[src/rtl/led_pattern_sequencer.sv]
`default_nettype none
// ============================================================================
// Module   : led_pattern_sequencer
// Brief    : Steps OFF / BINARY / CHASE / BREATHE LED patterns on a shared
//            prescaler tick, with PWM dimming for BREATHE. Optional macro
//            LED_GAMMA_EN selects a squared BREATHE duty curve.
// Revision : 1.0 - initial release
// ============================================================================
module led_pattern_sequencer #(
    parameter int TICK_DIV = 20800,
    parameter int N_LED    = 3,
    parameter int PWM_W    = 4
) (
    input  logic             clk,
    input  logic             rst,
    input  logic             enable,
    input  logic             mode_valid,
    input  logic [1:0]       mode_data,
    output logic             mode_ready,
    output logic [N_LED-1:0] led,
    output logic             step_tick,
    output logic             busy
);

    localparam int                   c_PRESC_W   = (TICK_DIV > 1) ? $clog2(TICK_DIV) : 1;
    localparam logic [c_PRESC_W-1:0] c_TICK_LAST = c_PRESC_W'(TICK_DIV - 1);
    localparam logic [PWM_W-1:0]     c_LEVEL_MAX = {PWM_W{1'b1}};

    localparam logic [1:0] c_MODE_OFF     = 2'd0;
    localparam logic [1:0] c_MODE_BINARY  = 2'd1;
    localparam logic [1:0] c_MODE_CHASE   = 2'd2;
    localparam logic [1:0] c_MODE_BREATHE = 2'd3;

    typedef enum logic [1:0] {
        S_OFF   = 2'd0,
        S_BLANK = 2'd1,
        S_RUN   = 2'd2
    } state_t;

    state_t               r_state;
    state_t               w_state_nxt;
    logic [1:0]           r_mode;
    logic [1:0]           w_mode_nxt;
    logic [N_LED-1:0]     r_pattern;
    logic [N_LED-1:0]     w_pattern_nxt;
    logic [PWM_W-1:0]     r_level;
    logic [PWM_W-1:0]     w_level_nxt;
    logic                 r_dir_down;
    logic                 w_dir_down_nxt;
    logic [c_PRESC_W-1:0] r_presc;
    logic [PWM_W-1:0]     r_pwm_cnt;
    logic [N_LED-1:0]     r_led;
    logic [N_LED-1:0]     w_led_nxt;
    logic [PWM_W-1:0]     w_duty;
    logic                 w_pwm_on;
    logic                 w_step;
    logic                 w_accept;

    assign w_step     = enable & (r_presc == c_TICK_LAST);
    assign mode_ready = (r_state != S_BLANK);
    assign w_accept   = mode_valid & mode_ready;
    assign busy       = (r_state != S_OFF);
    assign step_tick  = w_step;
    assign led        = r_led;

    always_ff @(posedge clk or posedge rst) begin
        if (rst) begin
            r_presc   <= '0;
            r_pwm_cnt <= '0;
        end else if (enable) begin
            r_presc   <= (r_presc == c_TICK_LAST) ? '0 : r_presc + c_PRESC_W'(1);
            r_pwm_cnt <= r_pwm_cnt + PWM_W'(1);
        end
    end

`ifdef LED_GAMMA_EN
    logic [2*PWM_W-1:0] w_level_sq;
    assign w_level_sq = {{PWM_W{1'b0}}, r_level} * {{PWM_W{1'b0}}, r_level};
    assign w_duty     = w_level_sq[2*PWM_W-1:PWM_W];
`else
    assign w_duty = r_level;
`endif

    assign w_pwm_on = (r_pwm_cnt < w_duty);

    always_ff @(posedge clk or posedge rst) begin
        if (rst) begin
            r_state <= S_OFF;
        end else begin
            r_state <= w_state_nxt;
        end
    end

    // A new request always wins over a coincident step, so it is decoded first.
    always_comb begin
        w_state_nxt    = r_state;
        w_mode_nxt     = r_mode;
        w_pattern_nxt  = r_pattern;
        w_level_nxt    = r_level;
        w_dir_down_nxt = r_dir_down;
        if (w_accept) begin
            w_state_nxt    = S_BLANK;
            w_mode_nxt     = mode_data;
            w_pattern_nxt  = (mode_data == c_MODE_CHASE) ? N_LED'(1) : '0;
            w_level_nxt    = '0;
            w_dir_down_nxt = 1'b0;
        end else begin
            case (r_state)
                S_OFF: ;
                S_BLANK: begin
                    if (w_step) begin
                        w_state_nxt = (r_mode != c_MODE_OFF) ? S_RUN : S_OFF;
                    end
                end
                S_RUN: begin
                    if (w_step) begin
                        case (r_mode)
                            c_MODE_BINARY: w_pattern_nxt = r_pattern + N_LED'(1);
                            c_MODE_CHASE:  w_pattern_nxt = {r_pattern[N_LED-2:0], r_pattern[N_LED-1]};
                            c_MODE_BREATHE: begin
                                if (!r_dir_down) begin
                                    if (r_level == c_LEVEL_MAX) begin
                                        w_dir_down_nxt = 1'b1;
                                        w_level_nxt    = c_LEVEL_MAX - PWM_W'(1);
                                    end else begin
                                        w_level_nxt = r_level + PWM_W'(1);
                                    end
                                end else begin
                                    if (r_level == '0) begin
                                        w_dir_down_nxt = 1'b0;
                                        w_level_nxt    = PWM_W'(1);
                                    end else begin
                                        w_level_nxt = r_level - PWM_W'(1);
                                    end
                                end
                            end
                            default: ;
                        endcase
                    end
                end
                default: w_state_nxt = S_OFF;
            endcase
        end
    end

    always_comb begin
        w_led_nxt = '0;
        if (r_state == S_RUN) begin
            case (r_mode)
                c_MODE_BINARY,
                c_MODE_CHASE:   w_led_nxt = r_pattern;
                c_MODE_BREATHE: w_led_nxt = {N_LED{w_pwm_on}};
                default:        w_led_nxt = '0;
            endcase
        end
    end

    always_ff @(posedge clk or posedge rst) begin
        if (rst) begin
            r_mode     <= c_MODE_OFF;
            r_pattern  <= '0;
            r_level    <= '0;
            r_dir_down <= 1'b0;
            r_led      <= '0;
        end else begin
            r_mode     <= w_mode_nxt;
            r_pattern  <= w_pattern_nxt;
            r_level    <= w_level_nxt;
            r_dir_down <= w_dir_down_nxt;
            r_led      <= w_led_nxt;
        end
    end

endmodule
`default_nettype wire
[config.mk]
export PLATFORM = sky130hd
export DESIGN_NAME = led_pattern_sequencer
export DESIGN_NICKNAME = d
export VERILOG_FILES = /design/src/rtl/led_pattern_sequencer.sv
export SDC_FILE = /design/constraint.sdc
export NUM_CORES = 1
export LEC_CHECK = 0
export BUFFER_PORTS_ARGS = -buffer_cell sky130_fd_sc_hd__buf_4
export CAP_MARGIN = 5
export CORE_MARGIN = 10
export CORE_UTILIZATION = 65
export DETAILED_ROUTE_END_ITERATION = 10
export HOLD_SLACK_MARGIN = 0.03
export PLACE_DENSITY_LB_ADDON = 0.25
export SETUP_SLACK_MARGIN = 0.15
export SYNTH_ARGS = -nofsm -noshare
export SYNTH_HDL_FRONTEND = slang
export SYNTH_SLANG_ARGS = --single-unit
[constraint.sdc]
create_clock -name clk -period 2.6 [get_ports clk]
set_input_delay 0.52 -clock clk [delete_from_list [all_inputs] [get_ports clk]]
set_output_delay 0.52 -clock clk [all_outputs]
set_load 0.05 [all_outputs]
## Word-level counts from Yosys, hierarchy flattened

Index checks and enable logic that the tools add are counted.

| operators by class | value |
|---|---|
| add/subtract/negate cells | 5 |
| magnitude comparators | 1 |
| eq/ne operators | 11 |
| mux-type cells | 26 |
| bitwise operators | 2 |
| reductions and logical operators | 13 |

Operators by type and width:

| cell | number |
|---|---|
| 2-to-1 mux 4 bit | 7 |
| adder 15 x 1 -> 15 bit, second input constant | 1 |
| equality test 15 bit, second input constant | 1 |
| 2-to-1 mux 15 bit | 1 |
| 2-to-1 mux 3 bit | 4 |
| one-hot mux 3 bit (2 select lines) | 2 |
| nonzero test 2 bit | 5 |
| adder 4 x 1 -> 4 bit, second input constant | 2 |
| equality test 2 bit, second input constant | 4 |
| 2-to-1 mux 1 bit | 8 |
| 2-to-1 mux 2 bit | 3 |
| AND reduction 3 bit | 2 |
| equality test 2 x 1 -> 1 bit, second input constant | 2 |
| equality test 4 bit, second input constant | 1 |
| zero test 4 bit | 1 |
| < comparator 4 bit | 1 |
| inequality test 2 x 1 -> 1 bit, second input constant | 2 |
| one-hot mux 2 bit (2 select lines) | 1 |
| OR reduction 2 bit | 2 |
| subtractor 4 x 1 -> 4 bit, second input constant | 1 |
| adder 3 x 1 -> 3 bit, second input constant | 1 |
| inequality test 3 bit, second input constant | 1 |
| nonzero test 3 bit | 1 |
| AND 1 bit | 2 |
| other kinds (2) | 2 |

| storage, ports and cells | value |
|---|---|
| register bits after elaboration | 34 |
| logic and storage cells | 66 |

## Depth between registers and ports, before layout

| depth | value |
|---|---|
| depth after elaboration | 7 |
| gate-level depth with buffers | 7 |
| mapped depth without buffers | 6 |

## Worst setup path before layout

Ideal clock, no wire load.

| path | value |
|---|---|
| kind | input-to-output |
| start | in enable |
| end | out step_tick |
| arrival time | 1693 ps |
| required time | 2080 ps |
| setup slack | 387 ps |
| stages | 5 |
| path through | buf_2 and4_1 buf_6 nand2_1 nor2_2 |

| between the ends | value |
|---|---|
| longest elaborated chain between the ends | 1 |

Ends and longest elaborated chain:

| what | RTL line | source |
|---|---|---|
| start, declared | 16 | `input logic enable,` |
| AND 1 bit | 59 | `assign w_step = enable & (r_presc == c_TICK_LAST);` |
| end, declared | 21 | `output logic step_tick,` |

No other way between the ends.

## Worst setup path in the final report

| path | value |
|---|---|
| start | reg r_presc[7] |
| end | out step_tick |

| between the ends | value |
|---|---|
| longest elaborated chain between the ends | 2 |

Ends and longest elaborated chain:

| what | RTL line | source |
|---|---|---|
| start, declared | 50 | `logic [c_PRESC_W-1:0] r_presc;` |
| start signal, assigned | 71 | `r_presc <= (r_presc == c_TICK_LAST) ? '0 : r_presc + c_PRESC_W'(1);` |
| equality test 15 bit | 59 |  |
| AND 1 bit | 59 |  |

No other way between the ends.

==> impl_results.md <==
- Run status: completed
- First-pass iteration count of the detailed router: 4
- Number of failing hold endpoints at the final stage: 0
- Min setup slack post-route: 0.3357 ns
- Critical path endpoint category: output port
- 1st-iter DRT viols: 239
- Routed via count: 1,636
- Overall fraction of global-route tracks in use: 15.11%
- Worst-path cell chain: nor3_1 -> nand4_1 -> nor2_2 -> buf_4
- Post-DP HPWL: 3129 um
- Number of maximum-capacitance violations: 0
- Reg2reg setup slack: 0.73 ns
- Number of cells on the worst reg-to-reg path: 4
- Count of standard-cell rows: 20
- Worst reg2reg path startpoint: r_presc[11]
- Vias per Instance: 6.015
- Worst vdd ir: 0.0004764 V
- End of the worst register-to-register path: r_level[0]
- Maximum cell stage delay along the critical path: 0.46 ns
- Gate count of the mapped netlist: 213
- Kind of launch point of the worst setup path: flip-flop
- Most used routing layer: met2
- Number of fill cells: 237
- Met3 GRT Util: 4.127%
- Setup repair after global routing missed its margin: false
- Adder-cell share of the synthesized area: 8.511%
- Initial Utilization: 67.42%
- Post-Route WL: 4291 um
- Layout cell share with drive strength beyond 1: 15.79%
- Clk pin slew, worst setup/hold paths: 0.10 ns
- Class of the worst hold path: in2async
- Measured slew at the worst slew-check pin: 0.4706 ns
- Finished layout cell area: 2237 um^2
- Met1 track utilization from global routing: 18.18%
- Number of buffers added by the clock tree synthesis step: 5
- Share of the yosys chip area belonging to registers: 41.34%
- Post-placement worst setup slack: 0.5647 ns
- Synth top area cells: sky130_fd_sc_hd__dfrtp_1 (41%), sky130_fd_sc_hd__ha_1 (8.5%), sky130_fd_sc_hd__nand2_1 (3.5%)
- Routed wire length per instance: 15.78 um
- Crit path required time: 2.08 ns
- Cell type with the largest total area after synthesis: sky130_fd_sc_hd__dfrtp_1
- Wire length of the first global-routing pass: 7396 um
- Finish-stage setup viols: 0
- Number of enable-type register cells in the synthesized netlist: 0
- Total standard cell area after synthesis: 2058 um^2
- Pin count of the biggest net entering global routing: 35
- Vert. Die Dim: 76.27 um
- Critical path fanouts, max: 6
- Post-layout nets: 247
- Buffer depth of the longest clock path: 2
- Count leader, synth: sky130_fd_sc_hd__dfrtp_1
- Share of the synthesized netlist area taken by xor and xnor gates: 6.809%
- Share of the synthesized area in compound gates (AO/OA/AOI/OAI): 10.46%
- Die Outline Area: 5817 um^2
- Final count of pins violating max slew: 0
- Worst skew pair latency: 0.34 ns
- Largest family of logic cells by synthesized area: simple AND/OR/NAND/NOR gates
- Main flop type after synthesis: sky130_fd_sc_hd__dfrtp_1
- Critical setup path kind: reg2out
- Residual overflow from global routing: 0
- Core region area: 3053 um^2
- Commonest cells in the netlist: sky130_fd_sc_hd__dfrtp_1 (34), sky130_fd_sc_hd__nand2_1 (19), sky130_fd_sc_hd__ha_1 (14), sky130_fd_sc_hd__nor2_1 (13), sky130_fd_sc_hd__a21oi_1 (10)
- Number of hold buffers added after cts: 0
- Post-route antenna net violation count: 0
- Multiplexer share of the synthesized area: 4.559%
- Via count of the first global-routing pass: 1,580
- Met2 Usage GRT: 24.91%
- Static power due to leakage: 0.9667 nW
- Share of async-settable or async-resettable flops after synthesis: 100.0%
- Skew final: 0.008521 ns
- TritonCTS clock tree: yes
- Post-synth top area share: 41.34%
- Number of nets in the synthesized netlist: 233
- Layout Area Growth over Synthesis: 8.693%
- Max Clock Freq: 441.6 MHz
- Number of levels in the clock H-tree: 2
- I/O pin count: 12
- Count of input and output buffers: 11
- Area after DPL: 2170 um^2
- Worst slew margin relative to its limit: 68.38%
- Horizontal die dimension: 76.27 um
- Min Clock Period, post-route: 2.264 ns
- Highest-delay cell along the critical path: sky130_fd_sc_hd__dfrtp_1
- Ant. Diodes: 0
- Synthesis-stage register bit count: 34
- Placer's final routability congestion estimate: 0.8811
- Crit path arrival time: 1.74 ns
- Cell at the root of the clock tree: sky130_fd_sc_hd__clkbuf_4
- DRC errors left: 0
- Count of warnings emitted by yosys: 0
- Final-layout setup total negative slack: 0 ns
- Syn_area_per_cell: 9.663 um^2
- Number of distinct library cell variants in the gate-level netlist after synthesis: 46
- Post-synthesis share of cell area spent on and, or, nand and nor gates: 24.68%
- Final worst path period share: 87.09%
- Cell area power density: 656.5 nW/um^2
- Number of clock sinks seen by CTS: 34
- Number of antenna violations at the first check in global routing: 0
## kinds of logic (layout without fill, tap and decap cells)
logic type / after synthesis / count (layout)
and+or+nand+nor: 90 / 90
AOI/OAI and AO/OA: 35 / 35
buffers and inverters: 15 / 30
adders and majority gates: 14 / 14
DFF: 34 / 34
muxes: 9 / 9
xor gates and xnor gates: 16 / 16
## where the power goes
| group | switching [mW] | total [mW] | internal, mW | leakage (nW) |
|---|---|---|---|---|
| Sequential | 0.111 | 0.742 | 0.631 | 0.446 |
| Clock | 0.180 | 0.311 | 0.131 | 0.0353 |
| Combinational | 0.223 | 0.416 | 0.193 | 0.486 |
## metal layers
metal | wire length [um] | share of wire, % | vias up
li1 | - | - | 789
met4 | 72 | 1.7 | 0
met3 | 273 | 6.4 | 10
met2 | 2160 | 50 | 62
met1 | 1784 | 42 | 775
met5 | 0 | 0 | -
## cell usage in the layout (no fill, tap or decap), drive strengths merged, types with 8 or more instances in the layout
master / n
a21oi: 10
buf: 13
dfrtp: 34
ha: 14
inv: 9
nand2: 19
nand3: 8
nor2: 14
nor3: 9
xnor2: 8
xor2: 8
## area by class of cell
| type | count | area [um^2] | area share (%) |
|---|---|---|---|
| clock buffer | 7 | 55.05 | 2.461 |
| timing repair buffer | 13 | 97.59 | 4.362 |
| clock inverter | 1 | 5.005 | 0.2237 |
| multi-input combinational | 164 | 1140 | 50.95 |
| sequential | 34 | 850.8 | 38.03 |
| inverter | 9 | 33.78 | 1.510 |
| tap | 44 | 55.05 | 2.461 |
## worst max-delay path, delay by kind of cell, from the launching register on
| kind | cells | cell delay, ns |
|---|---|---|
| buffers and inverters | 1 | 0.22 |
| DFF | 1 | 0.46 |
| and+or+nand+nor | 3 | 0.73 |
## registers in the layout (all words and copies together), names as in the netlist
name	cells
r_state	2
r_mode	2
r_level	4
r_pwm_cnt	4
r_pattern	3
r_presc	15
led	3
r_dir_down	1
## worst max-delay path by stage
stage	cells past startpoint	end	startpoint	slack, ns
final	4	step_tick	r_presc[7]	0.34
after global routing	4	step_tick	r_presc[7]	0.20
after CTS	4	step_tick	r_presc[11]	0.26
after detailed placement	5	step_tick	enable	0.56
after global placement	5	step_tick	enable	0.58
after floorplan	5	step_tick	enable	0.39
## through the flow
stage | utilization (%) | hold slack (ns) | cells | power, mW
after floorplan | - | 0.4494 | 213 | 1.051
after global placement | 71.07 | 0.4815 | 264 | 1.129
after detailed placement | 71.07 | 0.4907 | 264 | 1.163
after CTS | 73.03 | 0.2654 | 272 | 1.475
after global routing | 73.28 | 0.2891 | 272 | 1.565
final | 73.28 | 0.2606 | 272 | 1.469
## timing repair
action                                  CTS  global route
setup buffers                             0             0
resized for setup                         0             2
endpoints found under the setup margin    0             1
No activity file was read; power rests on OpenSTA's default activity.
